### src/rtl/bin_to_bcd_seq.sv
// Sequential shift-and-add-3 binary-to-BCD converter, IN_W cycles per conversion.
// Optional leading-zero blanking mask on port blank when LZB_EN is defined.
module bin_to_bcd_seq #(
   parameter int IN_W   = 8,
   parameter int DIGITS = 3
) (
   input  logic                  Clk,
   input  logic                  Reset,
   input  logic                  start,
   input  logic [IN_W-1:0]       bin,
   output logic                  busy,
   output logic                  done,
   output logic [4*DIGITS-1:0]   bcd,
   output logic                  overflow
`ifdef LZB_EN
   ,
   output logic [DIGITS-1:0]     blank
`endif
);

   // Scratch holds enough digits for any IN_W-bit value, even if DIGITS is smaller.
   localparam int SCR = (DIGITS > (IN_W + 2) / 3) ? DIGITS : (IN_W + 2) / 3;
   localparam int CW  = $clog2(IN_W + 1);

   typedef enum logic [1:0] {IDLE, SHIFT, FINISH} state_t;

   state_t              state, state_nxt;
   logic [IN_W-1:0]     sh;
   logic [4*SCR-1:0]    scr, scr_adj, scr_nxt, scr_hi;
   logic [CW-1:0]       cnt;
   logic                load, last;
   logic                ovf_nxt;
   logic [4*DIGITS-1:0] bcd_nxt;

   always_ff @(posedge Clk or posedge Reset) begin
      if (Reset) state <= IDLE;
      else       state <= state_nxt;
   end

   always_comb begin
      state_nxt = state;
      load      = 1'b0;
      last      = 1'b0;
      case (state)
         IDLE: begin
            if (start) begin
               load      = 1'b1;
               state_nxt = SHIFT;
            end
         end
         SHIFT: begin
            if (cnt == CW'(1)) begin
               last      = 1'b1;
               state_nxt = FINISH;
            end
         end
         FINISH:  state_nxt = IDLE;
         default: state_nxt = IDLE;
      endcase
   end

   assign busy = (state == SHIFT);
   assign done = (state == FINISH);

   // Adjust every digit, then shift the next binary bit into the ones digit.
   always_comb begin
      scr_adj = scr;
      for (int i = 0; i < SCR; i++)
         if (scr[4*i +: 4] >= 4'd5) scr_adj[4*i +: 4] = scr[4*i +: 4] + 4'd3;
      scr_nxt = (scr_adj << 1) | {{(4*SCR-1){1'b0}}, sh[IN_W-1]};
      scr_hi  = scr_nxt >> (4 * DIGITS);
      ovf_nxt = |scr_hi;
      bcd_nxt = ovf_nxt ? {DIGITS{4'h9}} : scr_nxt[4*DIGITS-1:0];
   end

   always_ff @(posedge Clk or posedge Reset) begin
      if (Reset) begin
         sh       <= '0;
         scr      <= '0;
         cnt      <= '0;
         bcd      <= '0;
         overflow <= 1'b0;
      end else if (load) begin
         sh  <= bin;
         scr <= '0;
         cnt <= CW'(IN_W);
      end else if (state == SHIFT) begin
         sh  <= sh << 1;
         scr <= scr_nxt;
         cnt <= cnt - 1'b1;
         if (last) begin
            bcd      <= bcd_nxt;
            overflow <= ovf_nxt;
         end
      end
   end

`ifdef LZB_EN
   logic [DIGITS-1:0] blank_nxt;
   logic              zero_hi;

   // Walk down from the top digit; blank while everything above is still zero.
   always_comb begin
      blank_nxt = '0;
      zero_hi   = ~ovf_nxt;
      for (int i = DIGITS - 1; i >= 1; i--) begin
         zero_hi      = zero_hi & (bcd_nxt[4*i +: 4] == 4'd0);
         blank_nxt[i] = zero_hi;
      end
   end

   always_ff @(posedge Clk or posedge Reset) begin
      if (Reset)                       blank <= '0;
      else if (state == SHIFT && last) blank <= blank_nxt;
   end
`endif

endmodule

### config.mk
export PLATFORM = sky130hd
export DESIGN_NAME = bin_to_bcd_seq
export DESIGN_NICKNAME = d
export VERILOG_FILES = /design/src/rtl/bin_to_bcd_seq.sv
export SDC_FILE = /design/constraint.sdc
export NUM_CORES = 1
export LEC_CHECK = 0
export BUFFER_PORTS_ARGS = -buffer_cell sky130_fd_sc_hd__buf_2
export CAP_MARGIN = 20
export CORE_ASPECT_RATIO = 1.1
export CORE_MARGIN = 2
export CORE_UTILIZATION = 63
export CTS_BUF_LIST = sky130_fd_sc_hd__clkbuf_8
export CTS_CLUSTER_SIZE = 10
export DETAILED_ROUTE_END_ITERATION = 10
export PLACE_DENSITY = 0.95
export SETUP_SLACK_MARGIN = 0.1
export SLEW_MARGIN = 10
export SYNTH_ARGS = -nofsm -noshare
export SYNTH_HDL_FRONTEND = slang
export SYNTH_SLANG_ARGS = --single-unit
### constraint.sdc
create_clock -name Clk -period 3.9 [get_ports Clk]
set_input_delay 0.195 -clock Clk [delete_from_list [all_inputs] [get_ports Clk]]
set_output_delay 0.195 -clock Clk [all_outputs]
set_load 0.01 [all_outputs]
==> results by group <==
Critical path
  • Crit path kind: reg -> reg
  • Worst R2R End: cnt[3]$_DFFE_PP0P_
  • Worst reg-to-reg path cell count: 3
  • Critical Path Start Type: register
  • Worst Setup EP: cnt[3]$_DFFE_PP0P_
  • Crit path from: state[0]$_DFFE_PP0P_
  • Setup crit end kind: register
  • Worst-path fanout max: 24
  • CP Data Required Time: 4.04 ns
  • R2R setup slack: around 2 ns
  • Crit path DAT: 2.08 ns
  • Reg-to-reg critical path startpoint: state[0]$_DFFE_PP0P_

Global route
  • GRT overflow: 0
  • Largest net degree at the start of global routing: 39
  • Vias in the first global route: 1,423
  • Tot GR Track Use: 0.2463
  • Initial antenna violation count: 0
  • Met3 usage: 0.07353
  • GR peak layer: met2
  • Met1 usage: 0.2714
  • First-pass GRT wire length: about 6300 um
  • Met2 Usage GRT: 0.4370

Routing
  • Pre-antenna DRT Iters: 4
  • Post-route ant nets: 0
  • Via count: 1,415
  • Routed WL per cell: 15.16 um
  • Detailed-route DRC error count: 0
  • Total wire length: 3654 um
  • Via/cell ratio: 5.871
  • DR iter-0 viols: 35

Synthesis
  • XOR/XNOR Fraction of Synth Area: 0.01383
  • Top cell type's share of synthesized area: 0.5007
  • Yosys top cell by area: dfrtp_1
  • Post-synthesis compound-gate area fraction: 0.1647
  • Largest family of logic cells by synthesized area: compound AO/OA/AOI/OAI gates
  • Register bit count reported by yosys: 38
  • YS warnings: 0
  • Ys async rst share: 1.000
  • Post-synthesis cell count: 182
  • Total nets after synthesis: roughly 200
  • Synth Area in Adders: 0.05270
  • Mux contribution to synthesized area: 0.06917
  • Area contributors post-synth: dfrtp_1 (50%), nand2_1 (5.3%), ha_1 (5.3%)
  • Unique masters post-synth: 32
  • Simple-gate share of the synthesized area: 0.1476
  • Register area share after synthesis: 0.5007
  • Synth Flop Type: dfrtp_1
  • Number of enable flip-flop cells after synthesis: 0
  • Syn Area/Cell: approximately 10 um^2
  • Synthesized area: 0.001899 mm^2

Floorplan
  • Row count: 20
  • Die Wd: about 56 um
  • Starting density of the core: 0.6717
  • IO Count: 26
  • Die height: 61.59 um
  • Die area: 0.003470 mm^2
  • Core Box Area: between 0.002 and 0.003 mm^2

Power and ir drop
  • Worst VDD drop: between 0.5 and 0.6 mV
  • Pwr/cell area: just under 900 mW/mm^2
  • Gate power share: 0.425
  • P_sw: 737.5 uW
  • Internal Power: 1.130 mW
  • Power Total: 1.868 mW
  • Pleak: 1.029 nW
  • Sequential power share: 0.402
  • Sw frac: 0.3948
  • Clock network fraction of design power: 0.173

STA
  • Final hold slack: -0.01063 ns
  • Unrepaired setup endpoints after global routing: false
  • Max-slew headroom: 0.3948
  • Period minus WS final: around 1.9 ns
  • Fmax achieved: 514.3 MHz
  • Setup_tns: 0 ns
  • Final Cycle Share: 0.4986
  • Final Hold Fails: 8
  • Worst slew pin tran: 0.9073 ns
  • Finish-stage setup viols: 0
  • Fin. max-slew vios: 0
  • Skew final: ~0.0085 ns

Finish
  • Nets: roughly 230
  • Commonest non-fill, non-tap cell in the layout: dfrtp_1
  • Most frequent cells in the layout: dfrtp_1 (38), nand2_1 (27), buf_2 (24)
  • Sequential cell area: 950.9 um^2
  • Area of the multi-input gates: roughly 850 um^2
  • Layout area overhead: 12.32%
  • Filler cells: 190
  • Share of layout cells above drive strength 1: 0.2212
  • Diodes inserted: 0

CTS
  • Clock-pin slew on the worst setup and hold paths: 0.07 ns
  • CTS tree: built
  • CTS Root Cell: clkbuf_8
  • Resized Gates After CTS: 0
  • CTS Hold Bufs: 0
  • Longest Clk Path Bufs: 2
  • # clock sinks: 38
  • Num CTS Buffers: 5
  • Setup Fix Bufs, Post-CTS: 0
  • Worst skew pair latency: 0.30 ns
  • H-tree depth: 2

Worst hold path
  • HP Class: in -> async

Placement
  • Gpl congestion: 0.7745
  • Post-DP HPWL: 2606 um
  • Count of input and output buffers: 24

Run status
  • Status: finished with violations
  • Failing checks: negative hold slack

Job
  • Max-cap viol count: 0
## synthesized netlist by cell type (5+ instances only)
library cell / count
ha_1: 8
mux2_4: 6
nor3b_1: 8
inv_1: 10
nand2_1: 27
a22o_1: 8
o21ai_0: 19
dfrtp_1: 38
nor2_1: 6
a21oi_1: 13
o21ai_1: 5
## cells by family after synthesis
kind of cell | after synthesis
xor gates and xnor gates | 3
AOI/OAI and AO/OA | 52
adders and majority gates | 8
other | 1
buffers and inverters | 19
DFF | 38
muxes | 10
and+or+nand+nor | 51
## layer usage
metal	vias up	share of wire
met5	-	0
li1	669	-
met4	0	0.031
met1	684	0.40
met3	16	0.046
met2	46	0.52
## through the flow
stage	setup WS, ns	instance area, um^2	std cells	hold slack, ns	utilization
floorplan	2.440	1899	182	0.3874	-
global placement	2.063	2027	233	0.3138	0.7168
detailed placement	2.006	2027	233	0.3291	0.7168
CTS	1.988	2133	241	0.01563	0.7544
global route	1.839	2133	241	0.07221	0.7544
finish	1.955	2133	241	-0.01063	0.7544
## state kept, by name, indices dropped and copies added (netlist names)
name and cells:
bcd 12, sh 8, state 2, scr 12, cnt 4
## critical path: stages, from the launching register on
cell	delay [ns]
dfrtp_1	0.65
o21bai_2	0.85
nor2b_1	0.23
a21oi_1	0.05
## worst min path at each step
stage                     startpoint                 end  depth (start not counted)
final                          Reset  scr[5]$_DFFE_PP0P_                          3
after global routing           Reset  scr[5]$_DFFE_PP0P_                          3
after CTS                      Reset  scr[7]$_DFFE_PP0P_                          3
after detailed placement       Reset  scr[7]$_DFFE_PP0P_                          3
after global placement         Reset  scr[5]$_DFFE_PP0P_                          3
after floorplan                Reset  bcd[0]$_DFFE_PP0P_                          1
## power by group through the flow
stage / Combinational, mW / Clock, mW / Sequential, mW
after floorplan: 0.621 / 0 / 0.716
after global placement: 0.749 / 0 / 0.735
after detailed placement: 0.792 / 0 / 0.753
after CTS: 0.800 / 0.325 / 0.746
after global routing: 0.887 / 0.343 / 0.774
final: 0.795 / 0.323 / 0.750
## layout make-up
cell class | count | area share
Inverter | 12 | 0.02463
Multi-Input combinational cell | 125 | 0.4006
Clock inverter | 3 | 0.01760
Tap cell | 33 | 0.01935
Clock buffer | 5 | 0.03226
Timing Repair Buffer | 25 | 0.05982
Sequential cell | 38 | 0.4457
Power figures use the tool's default switching activity.
